--- src/rtl/mmio_hub.sv ---
// MMIO hub between the core's data-memory port and the UART.
// Decodes a small register window at BASE. It holds the cycle and instruction
// counters, a counter-enable bit, and buffered UART TX/RX FIFOs.
// Load data is registered, so a read has the same one-cycle latency as DMEM.
`timescale 1ns/1ps

module mmio_hub_fifo #(
    parameter int W     = 8,
    parameter int DEPTH = 8
) (
    input  logic         clk,
    input  logic         rst,
    input  logic         push,
    input  logic         pop,
    input  logic [W-1:0] din,
    output logic [W-1:0] dout,
    output logic         empty,
    output logic         full
);
    localparam int AW = $clog2(DEPTH);

    // The extra pointer MSB tells full apart from empty; the pointers wrap naturally.
    logic [AW:0]  wptr, rptr;
    logic [W-1:0] mem [DEPTH];
    logic         do_push, do_pop;

    assign empty   = (wptr == rptr);
    assign full    = (wptr[AW] != rptr[AW]) && (wptr[AW-1:0] == rptr[AW-1:0]);
    // Legality uses pre-edge occupancy, so a full FIFO refuses a push even while popping.
    assign do_push = push && !full;
    assign do_pop  = pop && !empty;
    assign dout    = mem[rptr[AW-1:0]];

    // Pointer update; reset discards any buffered bytes.
    always_ff @(posedge clk or posedge rst) begin
        if (rst) begin
            wptr <= '0;
            rptr <= '0;
        end else begin
            if (do_push) wptr <= wptr + 1'b1;
            if (do_pop)  rptr <= rptr + 1'b1;
        end
    end

    // Storage write; the contents need no reset because the pointers gate visibility.
    always_ff @(posedge clk) begin
        if (do_push) mem[wptr[AW-1:0]] <= din;
    end
endmodule

module mmio_hub #(
    parameter int               AWIDTH     = 32,
    parameter int               DWIDTH     = 32,
    parameter logic [AWIDTH-1:0] BASE      = 32'h8000_0000,
    parameter int               FIFO_DEPTH = 8,
    parameter int               CWIDTH     = 32
) (
    input  logic              clk,
    input  logic              rst,
    input  logic [AWIDTH-1:0] addr_in,
    input  logic [DWIDTH-1:0] data_in,
    input  logic              we_in,
    input  logic              re_in,
    input  logic              inst_retire_in,
    output logic [DWIDTH-1:0] data_out,
    output logic [7:0]        uart_tx_data_out,
    output logic              uart_tx_valid_out,
    input  logic              uart_tx_ready_in,
    input  logic [7:0]        uart_rx_data_in,
    input  logic              uart_rx_valid_in,
    output logic              uart_rx_ready_out
);
    localparam logic [AWIDTH-1:0] A_STAT = BASE + AWIDTH'(8'h00);
    localparam logic [AWIDTH-1:0] A_RXD  = BASE + AWIDTH'(8'h04);
    localparam logic [AWIDTH-1:0] A_TXD  = BASE + AWIDTH'(8'h08);
    localparam logic [AWIDTH-1:0] A_CYC  = BASE + AWIDTH'(8'h10);
    localparam logic [AWIDTH-1:0] A_INST = BASE + AWIDTH'(8'h14);
    localparam logic [AWIDTH-1:0] A_CCLR = BASE + AWIDTH'(8'h18);
    localparam logic [AWIDTH-1:0] A_CEN  = BASE + AWIDTH'(8'h1C);

    logic              tx_empty, tx_full, rx_empty, rx_full;
    logic [7:0]        rx_head;
    logic [CWIDTH-1:0] cyc_cnt, inst_cnt;
    logic              en;
    logic [DWIDTH-1:0] rd_mux;
    logic              wr_tx, wr_clr, wr_en, rd_rx;
    logic              unused_data;

    // Strobes count only when the full address matches a register.
    assign wr_tx  = we_in && (addr_in == A_TXD);
    assign wr_clr = we_in && (addr_in == A_CCLR);
    assign wr_en  = we_in && (addr_in == A_CEN);
    assign rd_rx  = re_in && (addr_in == A_RXD);

    assign unused_data = ^data_in[DWIDTH-1:8];

    mmio_hub_fifo #(.W(8), .DEPTH(FIFO_DEPTH)) u_tx_fifo (
        .clk   (clk),
        .rst   (rst),
        .push  (wr_tx),
        .pop   (uart_tx_ready_in),
        .din   (data_in[7:0]),
        .dout  (uart_tx_data_out),
        .empty (tx_empty),
        .full  (tx_full)
    );

    mmio_hub_fifo #(.W(8), .DEPTH(FIFO_DEPTH)) u_rx_fifo (
        .clk   (clk),
        .rst   (rst),
        .push  (uart_rx_valid_in && uart_rx_ready_out),
        .pop   (rd_rx),
        .din   (uart_rx_data_in),
        .dout  (rx_head),
        .empty (rx_empty),
        .full  (rx_full)
    );

    assign uart_tx_valid_out = !tx_empty;
    // Held low during reset so the receiver does not hand over a byte that would be dropped.
    assign uart_rx_ready_out = !rx_full && !rst;

    // Read mux over pre-edge state; unmapped and write-only offsets read 0.
    always_comb begin
        rd_mux = '0;
        if (addr_in == A_STAT)      rd_mux = DWIDTH'({!rx_empty, !tx_full});
        else if (addr_in == A_RXD)  rd_mux = rx_empty ? '0 : DWIDTH'(rx_head);
        else if (addr_in == A_CYC)  rd_mux = DWIDTH'(cyc_cnt);
        else if (addr_in == A_INST) rd_mux = DWIDTH'(inst_cnt);
        else if (addr_in == A_CEN)  rd_mux = DWIDTH'(en);
    end

    // Registered load data, held while no load is in progress.
    always_ff @(posedge clk or posedge rst) begin
        if (rst)        data_out <= '0;
        else if (re_in) data_out <= rd_mux;
    end

    // Counters and enable; a clear wins over increment, and the enable write still lands.
    always_ff @(posedge clk or posedge rst) begin
        if (rst) begin
            cyc_cnt  <= '0;
            inst_cnt <= '0;
            en       <= 1'b1;
        end else begin
            if (wr_en) en <= data_in[0];
            if (wr_clr) begin
                cyc_cnt  <= '0;
                inst_cnt <= '0;
            end else if (en) begin
                cyc_cnt <= cyc_cnt + CWIDTH'(1);
                if (inst_retire_in) inst_cnt <= inst_cnt + CWIDTH'(1);
            end
        end
    end
endmodule

--- config.mk ---
export PLATFORM = sky130hd
export DESIGN_NAME = mmio_hub
export DESIGN_NICKNAME = d
export VERILOG_FILES = /design/src/rtl/mmio_hub.sv
export SDC_FILE = /design/constraint.sdc
export NUM_CORES = 1
export LEC_CHECK = 0
export ABC_AREA = 1
export ABC_CLOCK_PERIOD_IN_PS = 6200
export BUFFER_PORTS_ARGS = -buffer_cell sky130_fd_sc_hd__buf_4
export CAP_MARGIN = 20
export CORE_MARGIN = 10
export CORE_UTILIZATION = 60
export CTS_CLUSTER_DIAMETER = 150
export DETAILED_ROUTE_END_ITERATION = 10
export PLACE_DENSITY_LB_ADDON = 0.08
export SYNTH_ARGS = -nofsm -noshare
export SYNTH_HDL_FRONTEND = slang
export SYNTH_SLANG_ARGS = --single-unit
--- constraint.sdc ---
create_clock -name clk -period 6.2 [get_ports clk]
set_clock_uncertainty 0.15 [all_clocks]
set_input_delay 1.24 -clock clk [delete_from_list [all_inputs] [get_ports clk]]
set_output_delay 1.24 -clock clk [all_outputs]
set_load 0.01 [all_outputs]
== Word-level counts from Yosys, hierarchy flattened ==
Memories as Yosys holds them, arrays and structs flattened.
Cells that the tools add are included.
W data, S select, Z words.

* Logic and storage cells: 64
* Output and inout port bits: 42
* Memories: 2
* Bits of input ports: 79
* Bits in writable memories: 128
* Bits in registers: 113

{| class="wikitable"
|+ Memory list
! memory !! depth !! width !! rd ports !! clocked after Yosys merged registers in !! wr ports !! RTL line !! RTL
|-
| u_rx_fifo.mem || 8 || 8 || 1 || 0 || 1 || 24 || <nowiki>logic [W-1:0] mem [DEPTH];</nowiki>
|-
| u_tx_fifo.mem || 8 || 8 || 1 || 0 || 1 || 24 ||
|}

* Reduce and logical (&&, ||, !) cells: 20
* Mux-type cells: 15
* Add/sub/neg operators: 6
* Equal/unequal tests: 13

{| class="wikitable"
|+ Operator list
! cell !! count
|-
| $mux W32 || 9
|-
| $eq A32 B32 Y1 const B || 7
|-
| $add A32 B1 Y32 const B || 2
|-
| $add A4 B1 Y4 const B || 4
|-
| $logic_and A1 B1 Y1 || 12
|-
| $eq A4 B4 Y1 || 2
|-
| $mux W8 || 1
|-
| $eq A3 B3 Y1 || 2
|-
| $logic_not A1 Y1 || 5
|-
| $mux W1 || 5
|-
| $reduce_bool A2 Y1 || 2
|-
| $ne A1 B1 Y1 || 2
|-
| $reduce_and A2 Y1 || 1
|}

== Longest topological paths before layout ==
Gate-level depths: netlist of the first run.

* Depth after elaboration: 8
* Mapped depth: 12
* Gate-level depth less buffers: 12

== By module ==
From an unflattened synthesis of the first run, not the netlist that was laid out.

* Cells, all modules: 1445
* Area total of the unflattened synthesis: 12290.5 um^2

{| class="wikitable"
|+ By module, submodules not included
! module !! cells an instance !! sequential area each (um^2) !! instances !! area an instance (um^2)
|-
| mmio_hub || 909 || 2428.6 || 1 || 6179.7
|-
| mmio_hub_fifo || 268 || 2122.0 || 2 || 3055.4
|}

== Worst setup path before layout of the first run ==
OpenSTA, ideal clock, no wires.

* Path kind: in2reg
* From: input port rst
* To: memory u_rx_fifo.mem[6][0], enable pin
* Slack: 0.728 ns
* Buffers on the path: 0
* Data arrival time: 4.938 ns
* Stages on the path: 5
* Library setup time: 0.383 ns
* Cell sequence: inv_1 -> nand3_1 -> inv_1 -> nand2_1 -> nor3_1

* Longest elaborated chain between the ends: 6

{| class="wikitable"
|+ Ends and longest elaborated chain
! element !! RTL line !! RTL
|-
| from (decl) || 59 || <nowiki>input logic rst,</nowiki>
|-
| $logic_not A1 Y1 (no source line) || n/a ||
|-
| $logic_and A1 B1 Y1 || 121 || <nowiki>assign uart_rx_ready_out = !rx_full && !rst;</nowiki>
|-
| $logic_and A1 B1 Y1 || 111 || <nowiki>.push (uart_rx_valid_in && uart_rx_ready_out),</nowiki>
|-
| $logic_and A1 B1 Y1 || 30 || <nowiki>assign do_push = push && !full;</nowiki>
|-
| $mux W1 || 47 || <nowiki>if (do_push) mem[wptr[AW-1:0]] <= din;</nowiki>
|-
| $mux W1 (not written as such) || 47 ||
|-
| to (decl) || 24 ||
|}

Every way passes these cells.

== Worst setup path in the final report of the first run ==
* From: register u_tx_fifo.rptr[1]
* To: output port uart_tx_data_out[0]

* Longest elaborated chain between the ends: 1

{| class="wikitable"
|+ Ends and longest elaborated chain
! element !! RTL line !! RTL
|-
| from (decl) || 23 || <nowiki>logic [AW:0] wptr, rptr;</nowiki>
|-
| from (signal assigned) || 41 || <nowiki>if (do_pop) rptr <= rptr + 1'b1;</nowiki>
|-
| $mem_v2 Z8 W8 || n/a ||
|-
| to (decl) || 66 || <nowiki>output logic [7:0] uart_tx_data_out,</nowiki>
|}

Every way passes these cells.

==> reports/results.tsv, run 1 <==
metric	value	unit
post-cts-setup-buffer-count	0	
max_stage_delay	840	ps
slowest_stage	dfrtp_1	
synth.area.top_cells	edfxtp_1 (32%), dfrtp_1 (23%), nand2_1 (9.7%), nor2_1 (7.4%), o21ai_0 (4.9%)	
num_rows	51	
postSynth.asyncResetShare	46.89	%
synth_cell_types	38	
post-route-period-util	65.71	%
drcViolationCount	0	
port_buffers	96	
place_hpwl	21.82	mm
cp_cell_sequence	inv_1, nor2_1, o21ai_0, a31oi_1, buf_4	
clk_pin_slew_worst_paths	60	ps
hold_buffers	0	
syn2layout_area_growth	14.62	%
worstSetupPathType	reg2out	
via_per_inst	5.670	
ys_seq_elements	241	
final_common_cell	nand2_1	
gp_congestion	0.9206	
root_buffer	clkbuf_16	
synth_top_area_share	31.69	%
firstDrtPassIters	5	
p_total	4.228	mW
mostFrequentLayoutCells	nand2_1 (314), nor2_1 (240), edfxtp_1 (128)	
worstSkewPairLatency	550	ps
hold_class	reg2reg	
totalWireLength	31.93	mm
drtAntennaViolNets	0	
track_usage	23.85	%
yosysWarnings	0	
grt_overflow	0	
path_max_fanout	20	
fin_ws	2126	ps
worst_pin_slew	1047	ps
vias	10195	
syn_nets	1517	
grt_pass1_wl	50.72	mm
fmax	245.5	MHz
totalNegativeSetupSlack	0	ps
first_iter_violations	1055	
grt_max_degree	62	
cts.repair.resized	0	
synth_area	12130	µm²
rsz0062_at_grt	false	
power_density	304.1	nW/µm²
die_area	26300	µm²
min_period	4074	ps
ys_seq_area_share	55.01	%
status	completed	
critPathTopFamily	flip-flops	
antenna_found_initial	0	
hold_ws	335.2	ps
die_h	162.2	µm
clk_path_buf_depth	3	
cts_made_buffers	26	
diodes	0	
core_region_area	19650	µm²
start_util	61.72	%
max_cap_violations	0	
yosysTopAreaCell	edfxtp_1	
max-vdd-ir-drop	0.3597	mV
cts_max_level	1	
crit_arrival	2680	ps
io_pins	121	
final_net_count	1598	
worstSetupEndpointType	primary output	
syn_avg_cell_area	8.471	µm²
cp_data_required_time	4810	ps
cts_sinks	241	
final_max_slew_viol_count	0	
synth_cells	1432	
hold_viol	0	
drive_gt1_share	12.20	%
wire_per_inst	17.76	µm
die_w	162.2	µm
grt_pass1_vias	9534	
synth_edf_count	128	
ys.flop_type	edfxtp_1	
p_leak	5.963	nW
cts_tree	done	
path_buf_inv	2	
start_kind	flip-flop	
setup_viol	0	
relSlewSlack	30.14	%
place_ws	2268	ps
worst paths after layout:
path | from | to | slack [ps] | cells after the start
setup / recovery | u_tx_fifo.rptr[1] | uart_tx_data_out[0] | 2130 | 5
hold / removal | data_out[1] | data_out[1] | 340 | 2
setup reg to reg | u_rx_fifo.rptr[0] | u_rx_fifo.mem[5][4] | 2690 | 10
hold reg to reg | data_out[1] | data_out[1] | 340 | 2
max in group asynchronous | rst | u_tx_fifo.rptr[0] | 3930 | 3
min in group asynchronous | rst | inst_cnt[18] | 680 | 2
cells by family after synthesis:
group / share of synthesized area, %
adder cells (fa/ha/maj): 0.6189
XOR/XNOR: 1.877
buffers and inverters: 6.127
flip-flops: 55.01
AND/OR/NAND/NOR: 26.57
AO/OA/AOI/OAI: 9.799
stage by stage:
| stage | instances | cell area (µm²) | utilization [%] |
|---|---|---|---|
| global placement | 1750 | 12990 | 66.11 |
| detailed placement | 1750 | 12990 | 66.11 |
| floorplan | 1432 | 12130 | - |
| finish | 1798 | 13900 | 70.74 |
| global route | 1798 | 13900 | 70.74 |
| CTS | 1798 | 13900 | 70.74 |
state kept, by name (all words and copies together) (netlist names):
register,flops
data_out,32
u_rx_fifo.mem,64
en,1
u_rx_fifo.wptr,4
u_tx_fifo.rptr,4
u_rx_fifo.rptr,4
u_tx_fifo.mem,64
inst_cnt,32
u_tx_fifo.wptr,4
cyc_cnt,32
synthesized netlist by cell type, types with 10 or more instances:
master    number
nor3_1        33
xor2_1        20
clkbuf_1      31
a31oi_1       10
o22ai_1       11
a21oi_1       24
o21ai_1       47
o21ai_2       10
nand3_1       89
nor2_1       240
buf_2         12
inv_1        122
dfrtp_1      112
o21ai_0      118
nand2_1      314
nand4_1       47
edfxtp_1     128
layer usage:
layer | vias up | GRT usage, % | wire [µm]
li1 | 4954 | - | -
met3 | 49 | 4.120 | 2654
met1 | 4807 | 34.19 | 13940
met4 | 0 | 5.914 | 698
met2 | 385 | 36.92 | 14640
met5 | - | 0 | 0
power breakdown:
group	leakage [nW]	internal [mW]	switching, mW
Combinational	2.89	0.255	0.444
Clock	0.448	1.00	0.639
Sequential	2.62	1.78	0.108
tightest hold or removal path, cell delays in order, from the launching register on:
cell and delay [ps]:
dfrtp_1 340, nand2_1 60, nand2_1 50
cell type report:
cell class	count	area (µm²)
Inverter	135	509.2
Sequential cell	241	6673
Multi-Input combinational cell	1007	4715
Clock buffer	31	689.4
Timing Repair Buffer	102	765.7
Tap cell	265	331.6
Fill cell	1595	5751
Clock inverter	17	220.2
Power figures use the tool's default switching activity.
==> run 2: changes to the inputs <==
--- a/config.mk
+++ b/config.mk
@@ -6,7 +6,7 @@
 export NUM_CORES = 1
 export LEC_CHECK = 0
 export ABC_AREA = 1
-export ABC_CLOCK_PERIOD_IN_PS = 6200
+export ABC_CLOCK_PERIOD_IN_PS = 4000
 export BUFFER_PORTS_ARGS = -buffer_cell sky130_fd_sc_hd__buf_4
 export CAP_MARGIN = 20
 export CORE_MARGIN = 10
==> constraint.sdc (replaced) <==
create_clock -name clk -period 4 [get_ports clk]
set_clock_uncertainty 0.15 [all_clocks]
set_input_delay 0.8 -clock clk [delete_from_list [all_inputs] [get_ports clk]]
set_output_delay 0.8 -clock clk [all_outputs]
set_load 0.01 [all_outputs]
==> run 2 against run 1 <==
  * Count of clock-buffer cells in the layout did not move
  * Critical path type unchanged
  * Routed wire length grew 0.56%
  * Die area is the same
==> reports/results.tsv, run 2 (synthesis gave the netlist of run 1 again) <==
metric	value	unit	change
fin_area	13960	µm²	was 13900 µm²
slowest_stage	inv_1		was dfrtp_1
io_pins	121		unchanged
critPathTopFamily	buffers and inverters		was flip-flops
final_max_slew_viol_count	0		unchanged
post-cts-setup-buffer-count	0		unchanged
place_hpwl	21.99	mm	was 21.82 mm
first_iter_violations	1108		was 1055
syn2layout_area_growth	15.10	%	was 14.62%
via_per_inst	5.683		was 5.670
p_comb_share	17.8	%	was 16.5%
totalNegativeSetupSlack	0	ps	unchanged
hold_class	in2async		was reg2reg
start_util	61.72	%	unchanged
n_fill_cell	1573		was 1595
post-route-period-util	82.68	%	
final_common_cell	nand2_1		unchanged
setup_viol	0		unchanged
hold_buffers	0		unchanged
power_density	456.5	nW/µm²	was 304.1 nW/µm²
totalWireLength	32.11	mm	was 31.93 mm
track_usage	23.89	%	was 23.85%
cp_common_cell	nor2_1		
rsz0062_at_grt	false		unchanged
mostFrequentLayoutCells	nand2_1 (314), nor2_1 (240), edfxtp_1 (128)		unchanged
drcViolationCount	0		unchanged
fin_cells	1814		was 1798
max_stage_delay	680	ps	was 840 ps
dpl_cell_area	13130	µm²	was 12990 µm²
core_region_area	19650	µm²	unchanged
grt_max_degree	103		was 62
fmax	302.4	MHz	
r2r.worst_path.cells	9		was 10
cts_sinks	241		unchanged
diodes	0		unchanged
p_total	6.373	mW	was 4.228 mW
internal_power	4.514	mW	was 3.036 mW
max-vdd-ir-drop	0.3189	mV	was 0.3597 mV
final_core_util	71.04	%	was 70.74%
pwr-share-seq	45.4	%	was 44.7%
cp_cell_sequence	inv_1, nor2_1, o22ai_1, nor2_1, a31oi_1, buf_4		was inv_1, nor2_1, o21ai_0, a31oi_1, buf_4
min_period	3307	ps	
vias	10309		was 10.20k
die_w	162.2	µm	unchanged
antenna_found_initial	0		unchanged
die_area	26300	µm²	unchanged
gp_congestion	0.9569		was 0.9206
clkPwrFrac	36.8	%	was 38.8%
firstDrtPassIters	5		unchanged
cp_data_required_time	3050	ps	was 4810 ps
root_buffer	clkbuf_16		unchanged
place_ws	837.3	ps	was 2268 ps
worstSetupPathType	reg2out		unchanged
switching_share	29.17	%	was 28.19%
wire_per_inst	17.70	µm	was 17.76 µm
cts.repair.resized	0		unchanged
port_buffers	96		unchanged
worst_pin_slew	931.6	ps	was 1047 ps
cts_tree	done		unchanged
cts_made_buffers	26		unchanged
grt_overflow	0		unchanged
cts_max_level	1		unchanged
num_rows	51		unchanged
clk_pin_slew_worst_paths	70	ps	was 60 ps
die_h	162.2	µm	unchanged
drive_gt1_share	12.98	%	was 12.20%
p_leak	6.007	nW	was 5.963 nW
relSlewSlack	37.82	%	was 30.14%
worstSetupEndpointType	primary output		unchanged
path_max_fanout	33		was 20
power.switching	1.859	mW	was 1.192 mW
max_cap_violations	0		unchanged
status	completed		unchanged
hold_viol	0		unchanged
place.detailed.instances	1766		was 1750
crit_arrival	2360	ps	was 2680 ps
grt_pass1_wl	50.92	mm	was 50.72 mm
fin_ws	693.0	ps	was 2126 ps
grt_pass1_vias	9798		was 9534
cp_num_cells	6		was 5
clk_path_buf_depth	3		unchanged
start_kind	flip-flop		unchanged
drtAntennaViolNets	0		unchanged
hold_ws	95.27	ps	was 335.2 ps
path_buf_inv	2		unchanged
worstSkewPairLatency	540	ps	was 550 ps
final_net_count	1614		was 1598
[run 2: cell count changes in the layout (fill, tap and decap cells not counted), sizes merged]
| cell | previous run | this run |
|---|---|---|
| buf | 102 | 118 |
| clkinvlp | 1 | 3 |
| bufinv | 5 | 2 |
| inv | 131 | 130 |
| clkinv | 15 | 17 |
[run 2: path summary, 6_finish.rpt]
check,start,end,slack (ps)
worst min-delay path,rst,u_rx_fifo.rptr[1],100
min in group clk,uart_rx_data_in[3],u_rx_fifo.mem[6][3],330
worst min register to register,data_out[5],data_out[5],340
max in group asynchronous,rst,data_out[0],2720
worst max-delay path,u_tx_fifo.rptr[0],uart_tx_data_out[6],690
worst max register to register,u_rx_fifo.rptr[1],u_rx_fifo.mem[6][0],1090
[run 2: final cells by class]
class                   count  area [µm²]  share of cell area, %
inverters                 135       510.5                  3.656
clock buffers              31       679.4                  4.866
clock inverters            17       155.1                  1.111
well taps                 265       331.6                  2.375
multi-input cells        1007        4715                  33.77
repair buffers            118       898.4                  6.434
flip-flops and latches    241        6673                  47.79
[run 2: per-layer routing]
layer	GRT usage (%)	wire length, µm
met4	6.245	723
met1	33.75	14150
met2	37.48	14640
met5	0	0
met3	4.095	2600
[run 2: power by group through the flow]
stage               Sequential (mW)  Clock, mW  Combinational, mW
CTS                            2.89       2.36               1.14
floorplan                      2.89          0              0.733
detailed placement             2.93          0               1.13
global route                   2.91       2.46               1.27
finish                         2.89       2.34               1.14
global placement               2.93          0               1.10
==> run 3: changes to the inputs <==
--- a/config.mk
+++ b/config.mk
@@ -6,11 +6,11 @@
 export NUM_CORES = 1
 export LEC_CHECK = 0
 export ABC_AREA = 1
-export ABC_CLOCK_PERIOD_IN_PS = 4000
+export ABC_CLOCK_PERIOD_IN_PS = 2800
 export BUFFER_PORTS_ARGS = -buffer_cell sky130_fd_sc_hd__buf_4
 export CAP_MARGIN = 20
 export CORE_MARGIN = 10
-export CORE_UTILIZATION = 60
+export CORE_UTILIZATION = 54
 export CTS_CLUSTER_DIAMETER = 150
 export DETAILED_ROUTE_END_ITERATION = 10
 export PLACE_DENSITY_LB_ADDON = 0.08
==> constraint.sdc (replaced) <==
create_clock -name clk -period 2.8 [get_ports clk]
set_clock_uncertainty 0.15 [all_clocks]
set_input_delay 0.56 -clock clk [delete_from_list [all_inputs] [get_ports clk]]
set_output_delay 0.56 -clock clk [all_outputs]
set_load 0.01 [all_outputs]
==> run 3 against run 2 <==
  * Largest cell class unchanged
  * Total power rose by 50%
  * Via count decreased by 1.6%
  * Final cell count up 1.5%
  * Utilization down 6.2 points
  * Count of clock-buffer cells in the layout rose by 6
  * Critical path depth grew 1
  * Register-to-register slack lost 520 ps
  * Non-clock buffer count is 12 higher
  * Combinational power rose by 49%
  * Hold slack improved by 13 ps
  * Clock power up 59%
  * Routed wire length is 0.41% higher
==> reports/results.tsv, run 3 (synthesis gave the netlist of run 1 again) <==
metric	value	unit	change
status	completed		unchanged
r2r.worst_path.cells	9		unchanged
worstSetupEndpointType	primary output		unchanged
final_net_count	1627		was 1614
drcViolationCount	0		unchanged
grt_pass1_vias	9756		was 9798
min_period	2638	ps	
seq_area	6673	µm²	unchanged
multi_input_area	4745	µm²	was 4715 µm²
root_buffer	clkbuf_16		unchanged
via_per_inst	5.507		was 5.683
place_hpwl	23.00	mm	was 21.99 mm
max_cap_violations	0		unchanged
antenna_found_initial	0		unchanged
n_fill_cell	1854		was 1573
die_area	28860	µm²	was 26300 µm²
grt_pass1_wl	51.81	mm	was 50.92 mm
place.detailed.instances	1791		was 1766
cts_max_level	1		unchanged
max_stage_delay	430	ps	was 680 ps
num_rows	54		was 51
mostFrequentLayoutCells	nand2_1 (312), nor2_1 (234), buf_4 (128), edfxtp_1 (128)		was nand2_1 (314), nor2_1 (240), edfxtp_1 (128)
track_usage	22.26	%	was 23.89%
fmax	379.1	MHz	
start_util	55.24	%	was 61.72%
grt_max_degree	114		was 103
die_w	169.9	µm	was 162.2 µm
start_kind	flip-flop		unchanged
min-delay-start	uart_rx_data_in[6]		
gp_congestion	0.9092		was 0.9569
cp_data_required_time	2090	ps	was 3050 ps
worst_pin_slew	618.4	ps	was 931.6 ps
die_h	169.9	µm	was 162.2 µm
core_region_area	21960	µm²	was 19650 µm²
slowest_stage	dfrtp_1		was inv_1
diodes	0		unchanged
post-route-period-util	94.22	%	
io_pins	121		unchanged
syn2layout_area_growth	17.29	%	was 15.10%
p_leak	6.109	nW	was 6.007 nW
drtAntennaViolNets	0		unchanged
first_iter_violations	830		was 1108
drive_gt1_share	14.53	%	was 12.98%
clk_pin_slew_worst_paths	60	ps	was 70 ps
cp_common_cell	buf_4		was nor2_1
hold_ws	108.1	ps	was 95.27 ps
timing.rr.end	u_rx_fifo.mem[5][2]		was u_rx_fifo.mem[6][0]
crit_arrival	1930	ps	was 2360 ps
r2r-start	u_rx_fifo.rptr[0]		was u_rx_fifo.rptr[1]
worstSkewPairLatency	530	ps	was 540 ps
cts_made_buffers	27		was 26
rsz0062_at_grt	false		unchanged
final_common_cell	nand2_1		unchanged
hold_path_depth	1		
cts_sinks	241		unchanged
wire_per_inst	17.51	µm	was 17.70 µm
firstDrtPassIters	5		unchanged
path_max_fanout	19		was 33
rrSetupSlack	570	ps	was 1090 ps
final_max_slew_viol_count	0		unchanged
totalNegativeSetupSlack	0	ps	unchanged
totalWireLength	32.25	mm	was 32.11 mm
hold_viol	0		unchanged
worstSetupPathType	reg2out		unchanged
port_buffers	96		unchanged
hold_class	in2reg		was in2async
vias	10144		was 10.31k
min_to	u_rx_fifo.mem[1][6]		
grt_overflow	0		unchanged
fin_cells	1842		was 1814
cp_cell_sequence	clkinvlp_4, buf_4, o21ai_0, o22ai_1, nor2_1, a31oi_1, buf_4		was inv_1, nor2_1, o22ai_1, nor2_1, a31oi_1, buf_4
power_density	673.5	nW/µm²	was 456.5 nW/µm²
clk_path_buf_depth	3		unchanged
hold_buffers	0		unchanged
relSlewSlack	58.78	%	was 37.82%
max-vdd-ir-drop	0.6303	mV	was 0.3189 mV
setup_viol	0		unchanged
cts_tree	done		unchanged
[run 3: area by class of cell]
cell class / count / share of cell area (%)
Inverter: 135 / 3.641
Timing Repair Buffer: 130 / 7.035
Clock inverter: 12 / 1.354
Multi-Input combinational cell: 1007 / 33.35
Clock buffer: 37 / 5.259
Sequential cell: 241 / 46.90
Tap cell: 280 / 2.462
[run 3: layer usage]
layer  vias to the layer above  wire (µm)  track usage (%)
met4                         0        742            5.456
met5                         -          0                0
li1                       5008          -                -
met2                       294      14960            35.60
met1                      4795      14630            31.53
met3                        47       1912            2.915
[run 3: worst max-delay path by stage]
stage | startpoint | to
after floorplan | rst | u_rx_fifo.mem[3][0]
after global placement | addr_in[12] | inst_cnt[20]
after detailed placement | addr_in[12] | inst_cnt[18]
after CTS | u_tx_fifo.rptr[0] | uart_tx_data_out[2]
after global routing | u_tx_fifo.rptr[0] | uart_tx_data_out[2]
final | u_tx_fifo.rptr[0] | uart_tx_data_out[2]
[run 3: what timing repair did]
item / CTS / global route
gates resized for setup: 2 / 4
setup endpoints to repair: 4 / 7
setup buffers: 0 / 2
gates cloned: 0 / 0
[run 3: worst max-delay path, delay by kind of cell, from the launching register on]
family                 cells  cell delay (ps)
buffers and inverters      3              500
flip-flops                 1              430
AO/OA/AOI/OAI              3              420
AND/OR/NAND/NOR            1               60
[run 3: report_power, final]
group          switching [mW]  total, mW  internal (mW)  leakage, nW
Clock                    1.40       3.73           2.33        0.454
Combinational            1.06       1.70          0.648         3.03
Sequential              0.211       4.15           3.94         2.62
Total                    2.66       9.58           6.92         6.11
[run 3: through the flow]
stage / setup slack, ps / util [%] / area (µm²) / power [mW]
after global routing: 15.39 / 64.79 / 14230 / 10.01
final: 162.0 / 64.79 / 14230 / 9.583
after floorplan: -545.8 / - / 12160 / 5.201
after global placement: 293.3 / 60.35 / 13250 / 5.820
after CTS: 26.95 / 64.67 / 14200 / 9.594
after detailed placement: 221.9 / 60.35 / 13250 / 5.866
